## src/rtl/video_timing_pkg.sv

```systemverilog
// Shared 640x480@60 video timing constants and helpers used by the timing
// generator and the frame memory block.
package video_timing_pkg;

    localparam int CNT_W = 10;

    localparam int DEF_CLK_DIV   = 5;
    localparam int DEF_H_ACTIVE  = 640;
    localparam int DEF_H_FP      = 16;
    localparam int DEF_H_SYNC    = 96;
    localparam int DEF_H_BP      = 48;
    localparam int DEF_V_ACTIVE  = 480;
    localparam int DEF_V_FP      = 10;
    localparam int DEF_V_SYNC    = 2;
    localparam int DEF_V_BP      = 33;
    localparam int DEF_MEM_LINES = 400;

    localparam int DEF_H_TOTAL = DEF_H_ACTIVE + DEF_H_FP + DEF_H_SYNC + DEF_H_BP;
    localparam int DEF_V_TOTAL = DEF_V_ACTIVE + DEF_V_FP + DEF_V_SYNC + DEF_V_BP;

    typedef logic [CNT_W-1:0] cnt_t;

    // Inclusive window test shared by the horizontal and vertical sync decode.
    function automatic logic in_window(input cnt_t value, input cnt_t lo, input cnt_t hi);
        return (value >= lo) && (value <= hi);
    endfunction

endpackage

```

## src/rtl/sync_counter.sv

```systemverilog
// Wrap counter 0..TOTAL-1 with a combinational sync-window decode; used once
// for pixels within a line and once for lines within a frame.
module sync_counter
    import video_timing_pkg::*;
#(
    parameter int TOTAL      = DEF_H_TOTAL,
    parameter int SYNC_START = DEF_H_ACTIVE + DEF_H_FP,
    parameter int SYNC_END   = DEF_H_ACTIVE + DEF_H_FP + DEF_H_SYNC - 1
) (
    input  logic             clk,
    input  logic             rst,
    input  logic             clr,
    input  logic             inc,
    output logic [CNT_W-1:0] cnt,
    output logic             wrap,
    output logic             in_sync
);

    localparam cnt_t LAST = cnt_t'(TOTAL - 1);
    localparam cnt_t S_LO = cnt_t'(SYNC_START);
    localparam cnt_t S_HI = cnt_t'(SYNC_END);

    assign wrap    = inc && (cnt == LAST);
    assign in_sync = in_window(cnt, S_LO, S_HI);

    // NOTE: sequential state is assigned with <= so every reader in the same
    // edge sees the pre-edge count; blocking here would create order races.
    always_ff @(posedge clk) begin
        if (rst || clr) begin
            cnt <= '0;
        end else if (inc) begin
            cnt <= wrap ? '0 : cnt + cnt_t'(1);
        end
    end

endmodule

```

## src/rtl/hdmi_timing_gen.sv

```systemverilog
// Pixel-clock-enable based video timing generator: divider, h/v counters and
// registered sync, data-enable and frame-memory prefetch strobes.
module hdmi_timing_gen
    import video_timing_pkg::*;
#(
    parameter int CLK_DIV   = DEF_CLK_DIV,
    parameter int H_ACTIVE  = DEF_H_ACTIVE,
    parameter int H_FP      = DEF_H_FP,
    parameter int H_SYNC    = DEF_H_SYNC,
    parameter int H_BP      = DEF_H_BP,
    parameter int V_ACTIVE  = DEF_V_ACTIVE,
    parameter int V_FP      = DEF_V_FP,
    parameter int V_SYNC    = DEF_V_SYNC,
    parameter int V_BP      = DEF_V_BP,
    parameter int MEM_LINES = DEF_MEM_LINES
) (
    input  logic             clk,
    input  logic             rst,
    input  logic             en,
    output logic             pix_ce,
    output logic             HHsync,
    output logic             HVsync,
    output logic             HMemRead,
    output logic             pVDE,
    output logic [CNT_W-1:0] pix_x,
    output logic [CNT_W-1:0] pix_y,
    output logic             frame_start
);

    localparam int H_TOTAL = H_ACTIVE + H_FP + H_SYNC + H_BP;
    localparam int V_TOTAL = V_ACTIVE + V_FP + V_SYNC + V_BP;
    localparam int DIV_W   = (CLK_DIV > 1) ? $clog2(CLK_DIV) : 1;

    localparam logic [DIV_W-1:0] DIV_LAST = DIV_W'(CLK_DIV - 1);
    localparam cnt_t HA_C    = cnt_t'(H_ACTIVE);
    localparam cnt_t HA_M1   = cnt_t'(H_ACTIVE - 1);
    localparam cnt_t HT_M1   = cnt_t'(H_TOTAL - 1);
    localparam cnt_t VA_C    = cnt_t'(V_ACTIVE);
    localparam cnt_t MEM_L_C = cnt_t'(MEM_LINES);

    logic [DIV_W-1:0] div;
    logic             tick;
    cnt_t             h_cnt;
    cnt_t             v_cnt;
    logic             h_wrap;
    logic             v_wrap;
    logic             h_sync;
    logic             v_sync;
    logic             vde_next;
    logic             mem_read_next;

    assign tick = (div == '0);

    sync_counter #(
        .TOTAL      (H_TOTAL),
        .SYNC_START (H_ACTIVE + H_FP),
        .SYNC_END   (H_ACTIVE + H_FP + H_SYNC - 1)
    ) u_h_counter (
        .clk     (clk),
        .rst     (rst),
        .clr     (!en),
        .inc     (tick),
        .cnt     (h_cnt),
        .wrap    (h_wrap),
        .in_sync (h_sync)
    );

    sync_counter #(
        .TOTAL      (V_TOTAL),
        .SYNC_START (V_ACTIVE + V_FP),
        .SYNC_END   (V_ACTIVE + V_FP + V_SYNC - 1)
    ) u_v_counter (
        .clk     (clk),
        .rst     (rst),
        .clr     (!en),
        .inc     (h_wrap),
        .cnt     (v_cnt),
        .wrap    (v_wrap),
        .in_sync (v_sync)
    );

    // Memory read leads pVDE by one pixel, including the last pixel of the
    // previous line; lines past MEM_LINES are not backed by memory.
    assign vde_next      = (h_cnt < HA_C) && (v_cnt < VA_C);
    assign mem_read_next = (v_cnt < MEM_L_C) && ((h_cnt < HA_M1) || (h_cnt == HT_M1));

    always_ff @(posedge clk) begin
        if (rst || !en) begin
            div         <= '0;
            pix_ce      <= 1'b0;
            HHsync      <= 1'b1;
            HVsync      <= 1'b1;
            HMemRead    <= 1'b0;
            pVDE        <= 1'b0;
            pix_x       <= '0;
            pix_y       <= '0;
            frame_start <= 1'b0;
        end else begin
            div         <= (div == DIV_LAST) ? '0 : div + DIV_W'(1);
            pix_ce      <= tick;
            frame_start <= tick && (h_cnt == '0) && (v_cnt == '0);
            if (tick) begin
                HHsync   <= !h_sync;
                HVsync   <= !v_sync;
                HMemRead <= mem_read_next;
                pVDE     <= vde_next;
                pix_x    <= h_cnt;
                pix_y    <= v_cnt;
            end
        end
    end

endmodule

```

## config.mk

```make
export PLATFORM = sky130hd
export DESIGN_NAME = hdmi_timing_gen
export DESIGN_NICKNAME = d
export VERILOG_FILES = /design/src/rtl/video_timing_pkg.sv /design/src/rtl/sync_counter.sv /design/src/rtl/hdmi_timing_gen.sv
export SDC_FILE = /design/constraint.sdc
export NUM_CORES = 1
export LEC_CHECK = 0
export ABC_AREA = 1
export CORE_UTILIZATION = 50
export CTS_BUF_LIST = sky130_fd_sc_hd__clkbuf_16
export DETAILED_ROUTE_END_ITERATION = 10
export HOLD_SLACK_MARGIN = 0.05
export PLACE_DENSITY_LB_ADDON = 0.3
export SLEW_MARGIN = 5
export SYNTH_ARGS = -nofsm -noshare
export SYNTH_HDL_FRONTEND = slang
export SYNTH_SLANG_ARGS = --single-unit
```

## constraint.sdc

```tcl
create_clock -name clk -period 1.7 [get_ports clk]
set_input_delay 0.17 -clock clk [delete_from_list [all_inputs] [get_ports clk]]
set_output_delay 0.17 -clock clk [all_outputs]
set_load 0.03 [all_outputs]
```

# [Yosys cells after proc, flatten, opt, wreduce, memory -nomap -nowiden]
# Cells that the tools add are included.
[classes] n_addsub=3 magnitude_cmp=8 n_eq_ne=3 mux=2 reduce_logical=17
[op_table] op="$add 10x1->10 const B" count=2
[op_table] op="$eq 10x10->1 const B" count=2
[op_table] op="$logic_not 10->1" count=2
[op_table] op="$lt 10x10->1 const B" count=2
[op_table] op="$lt 10x9->1 const B" count=2
[op_table] op="$mux 10" count=2
[op_table] op="$ge 10x10->1 const B" count=1
[op_table] op="$ge 10x9->1 const B" count=1
[op_table] op="$le 10x10->1 const B" count=1
[op_table] op="$le 10x9->1 const B" count=1
[op_table] op="$logic_and 1x1->1" count=8
[op_table] op="$add 3x1->3 const B" count=1
[op_table] op="$eq 3x3->1 const B" count=1
[op_table] op="$logic_not 1->1" count=3
[op_table] op="$logic_not 3->1" count=1
[op_table] op="$logic_or 1x1->1" count=2
[op_table] op="$reduce_or 2->1" count=1
[word_totals] ff_bits=49 output_inout_bits=26 word_cells=44

# [Longest topological paths before layout]
[logic_depth] depth_word=4 depth_mapped=10 ltp_nobuf=9

# [Hierarchy]
# Synthesis repeated with hierarchy kept, for this count alone.
[hier_totals] cells_unflattened=325 hier_area_um2=2352.3
[by_module_without_submodules] mod="hdmi_timing_gen" instances=1 cells_each=154 area_per_inst_um2=1162.4 seq_area_each_um2=580.6
[by_module_without_submodules] mod="sync_counter at u_v_counter" instances=1 cells_each=94 area_per_inst_um2=611.8 seq_area_each_um2=200.2
[by_module_without_submodules] mod="sync_counter at u_h_counter" instances=1 cells_each=77 area_per_inst_um2=578.1 seq_area_each_um2=200.2

# [Least setup slack after synthesis]
# No wires, ideal clock.
[synth_path] path_type="reg-to-reg" start="register div[0]" end="register pix_x[1]" setup_ps=120 arrival_ps=1260 required_ps=1580 path_slack_ps=321 stages_incl_launch_ff=9 n_path_buf=2 synth_period_minus_slack_ps=1379 cell_sequence="dfxtp_1 -> inv_1 -> ha_1 -> nand2_2 -> inv_2 -> buf_2 -> buf_2 -> o21ai_0 -> a21oi_1"
[synth_between] elab_chain_len=1
[synth_rtl] element="from (decl)" line="hdmi_timing_gen.sv:41" source="logic [DIV_W-1:0] div;"
[synth_rtl] element="from (signal assigned)" line="hdmi_timing_gen.sv:99" source="div <= (div == DIV_LAST) ? '0 : div + DIV_W'(1);"
[synth_rtl] element="$logic_not 3->1" line="hdmi_timing_gen.sv:52" source="assign tick = (div == '0);"
[synth_rtl] element="to (signal assigned)" line="hdmi_timing_gen.sv:107" source="pix_x <= h_cnt;"
[synth_rtl] element="to (decl)" line="hdmi_timing_gen.sv:25" source="output logic [CNT_W-1:0] pix_x,"
# Every way passes these cells.
# A chain may end at the register's enable or synchronous reset.

# [Final worst setup path]
[layout_path] start="register div[0]" end="register u_h_counter.cnt[2]"
[layout_between] elab_chain_len=3
[layout_rtl] element="$logic_not 3->1 *" line="hdmi_timing_gen.sv:52"
[layout_rtl] element="$logic_and 1x1->1" line="sync_counter.sv:23" source="assign wrap = inc && (cnt == LAST);"
[layout_rtl] element="$mux 10" line="sync_counter.sv:32" source="cnt <= wrap ? '0 : cnt + cnt_t'(1);"
[layout_rtl] element="to (signal assigned)" line="sync_counter.sv:32"
[layout_rtl] element="to (decl)" line="sync_counter.sv:14" source="output logic [CNT_W-1:0] cnt,"
# Mark *: on every way between the ends. The rest lies on a longest branch, timed or not.

==> impl_metrics.env <==
export IMPL_drive_above_1_share=0.1011
export IMPL_cts_tree="yes"
export IMPL_power_per_cell_area_nw_per_um2=836.7
export IMPL_clock_latency_ns=0.28
export IMPL_root_buffer="clkbuf_16"
export IMPL_cts_resized=0
export IMPL_hold_viol=0
export IMPL_cp_arrival_ns=1.70
export IMPL_clk_path_buf_depth=2
export IMPL_diodes=0
export IMPL_min_period_ns=1.530
export IMPL_synth_seq_cells=49
export IMPL_crit_start="div[0]$_SDFF_PP0_"
export IMPL_crit_slowest_cell="dfxtp_1"
export IMPL_met2_usage=0.3344
export IMPL_cpPeakStageDelay_ns=0.36
export IMPL_nets=365
export IMPL_worstPathMaxFanout=21
export IMPL_utilization=0.6413
export IMPL_crit_chain="inv_1 > ha_1 > nand2_2 > inv_2 > buf_4 > nand2_1 > xor2_1 > nor2_1"
export IMPL_vias=2123
export IMPL_final_fill_count=414
export IMPL_critPathKind="flip-flop to flip-flop"
export IMPL_drt_iter0_drc=133
export IMPL_top_usage_layer="met2"
export IMPL_gr_usage_met3=0.04797
export IMPL_viasPerCell=5.203
export IMPL_path_clk_slew_ns=0.06
export IMPL_required_ns=1.87
export IMPL_post_cts_buffers=0
export IMPL_htree_levels=2
export IMPL_place_gp_congestion=0.9333
export IMPL_cts_inserted_buffers=5
export IMPL_finalInstanceArea_um2=2811
export IMPL_setup_viol=0
export IMPL_syn_inst=319
export IMPL_drv_cap=0
export IMPL_synth_area_um2=2283
export IMPL_start_util=0.5208
export IMPL_startpoint_type="flip-flop"
export IMPL_die_y_um=69.58
export IMPL_synth_cell_types=33
export IMPL_endpoint_kind="flip-flop"
export IMPL_fmax_ghz=0.6535
export IMPL_switching_share=0.2378
export IMPL_syn_area_per_cell_um2=7.158
export IMPL_overflow=0
export IMPL_port_buffers=28
export IMPL_layout_cells_non_filler=408
export IMPL_row_count=24
export IMPL_irDropWorstVdd_mv=0.4662
export IMPL_cts_hold_buffers=0
export IMPL_grtUsageMet1=0.3029
export IMPL_fin_tns_setup_ns=0
export IMPL_track_usage=0.2200
export IMPL_status="complete, no violations"
export IMPL_grt_pass1_vias=1952
export IMPL_worstHoldStart="div[0]$_SDFF_PP0_"
export IMPL_combPwrFrac=0.096
export IMPL_intPower_mw=1.793
export IMPL_yosysWarnings=0
export IMPL_syn2layout_area_growth_pct=23.12
export IMPL_leakagePower_nw=1.112
export IMPL_drc=0
export IMPL_grt_max_degree=22
export IMPL_drtPass1Iterations=4
export IMPL_die_w_um=69.58
export IMPL_grt_first_pass_wirelength_um=8638
export IMPL_power_share_clock=0.399
export IMPL_dieArea_um2=4841
export IMPL_p_switching_mw=0.5595
export IMPL_seqPwrFrac=0.505
export IMPL_skew_ns=0.002883
export IMPL_placed_cells=400
export IMPL_clock_sinks=49
export IMPL_final_antenna_net_count=0
export IMPL_syn_nets=329
export IMPL_worst_pin_slew_ns=0.3985
export IMPL_r2r_start="div[0]$_SDFF_PP0_"
export IMPL_antenna_found_initial=0
export IMPL_final_max_slew_viol_count=0
export IMPL_core_area_um2=4384
export IMPL_placed_area_um2=2668
export IMPL_seq_area_frac_synth=0.4296
export IMPL_min_path_type="flip-flop to flip-flop"
export IMPL_slew_headroom=0.7323
export IMPL_io_pins=29
export IMPL_fin_crit_sh=0.9001
export IMPL_dp_hpwl_um=3587
export IMPL_rsz0062_at_grt="false"
export IMPL_wirelength_um=4977
export IMPL_wl_per_cell_um=12.20
-- metal layers --
| metal | up-vias | share of wire |
|---|---|---|
| li1 | 1095 | - |
| met1 | 957 | 0.52 |
| met2 | 65 | 0.43 |
| met3 | 6 | 0.039 |
| met4 | 0 | 0.010 |
| met5 | - | 0 |
-- worst paths after layout --
check | end | slack (ns) | depth (start not counted)
worst max-delay path | u_h_counter.cnt[2]$_SDFFE_PP0P_ | 0.17 | 8
worst min-delay path | div[0]$_SDFF_PP0_ | 0.45 | 1
worst max register to register | u_h_counter.cnt[2]$_SDFFE_PP0P_ | 0.17 | 8
worst min register to register | div[0]$_SDFF_PP0_ | 0.45 | 1
-- layout by cell type, fill, tap and decap left out, types with 4 or more instances in the layout --
master,instances
a21oi_1,25
buf_4,10
clkbuf_16,5
clkdlybuf4s50_1,28
dfxtp_1,48
ha_1,6
inv_1,37
inv_2,4
nand2_1,59
nand2_2,4
nand3_1,18
nand4_1,4
nor2_1,50
nor3_1,8
o21ai_0,17
o21ai_1,5
-- sequential cells by signal, indices dropped and copies added, names as in the netlist, 3 cells and up --
name             count
pix_y               10
u_v_counter.cnt     10
div                  3
u_h_counter.cnt     10
pix_x               10
-- power groups by stage --
stage	clock [mW]	combinational, mW	sequential, mW
6_report	0.937	0.226	1.19
5_1_grt	1.00	0.249	1.19
4_1_cts	0.952	0.225	1.19
3_5_place_dp	0	0.223	1.21
3_3_place_gp	0	0.221	1.21
2_1_floorplan	0	0.101	1.26
-- synthesized netlist by cell type --
| library cell | count | area share |
|---|---|---|
| buf_6 | 1 | 0.0049 |
| a31oi_1 | 1 | 0.0027 |
| buf_2 | 6 | 0.013 |
| nand2_2 | 3 | 0.0082 |
| a211oi_1 | 3 | 0.0099 |
| nand2_1 | 60 | 0.099 |
| xnor2_1 | 1 | 0.0038 |
| clkbuf_1 | 1 | 0.0016 |
| inv_1 | 37 | 0.061 |
| nor2_1 | 50 | 0.082 |
| ha_1 | 7 | 0.038 |
| o21ai_0 | 17 | 0.037 |
| buf_4 | 1 | 0.0033 |
| nand3_2 | 1 | 0.0044 |
| nor3b_1 | 1 | 0.0033 |
| clkinv_1 | 1 | 0.0016 |
| clkinv_2 | 1 | 0.0022 |
| a21boi_0 | 1 | 0.0033 |
| nand3_4 | 1 | 0.0077 |
| nor2_2 | 1 | 0.0027 |
| xor2_1 | 3 | 0.012 |
| dfxtp_1 | 49 | 0.43 |
| o21ai_1 | 5 | 0.011 |
| inv_2 | 4 | 0.0066 |
| nor4_1 | 1 | 0.0027 |
| nor2_4 | 2 | 0.0099 |
| nand4_1 | 4 | 0.011 |
| o22ai_1 | 1 | 0.0027 |
| o21ai_2 | 3 | 0.012 |
| nand3_1 | 18 | 0.039 |
| buf_1 | 1 | 0.0016 |
| nor3_1 | 8 | 0.018 |
| a21oi_1 | 25 | 0.055 |
-- critical path, delay by kind of cell (launching register included) --
family	cells	cell delay, ns
XOR/XNOR	1	0.16
adder cells (fa/ha/maj)	1	0.22
buffers and inverters	3	0.35
flip-flops	1	0.36
AND/OR/NAND/NOR	3	0.32
-- cell type report --
type                       count  area [um2]  area share
tap                           52       65.06     0.02314
clock buffer                   5       125.1     0.04450
clock inverter                 3       12.51    0.004450
sequential                    49       982.2      0.3494
timing repair buffer          39       375.4      0.1335
inverter                      43       162.7     0.05785
multi-input combinational    217        1089      0.3872
-- logic make-up after synthesis --
kind of cell	count (synthesis)	share of synthesized area
simple gates	150	0.2877
compound gates	56	0.1332
buf+inv	53	0.09588
flops	49	0.4296
fa+ha+maj	7	0.03835
xor+xnor	4	0.01535
-- metrics by stage --
stage          power [mW]  worst slack [ns]  hold slack, ns
2_1_floorplan       1.357            0.3207          0.4173
3_3_place_gp        1.434            0.1999          0.4311
3_5_place_dp        1.437            0.1557          0.4379
4_1_cts             2.366            0.1591          0.4528
5_1_grt             2.443          0.001949          0.4649
6_report            2.352            0.1698          0.4482
(Power assumes the default switching activity.)
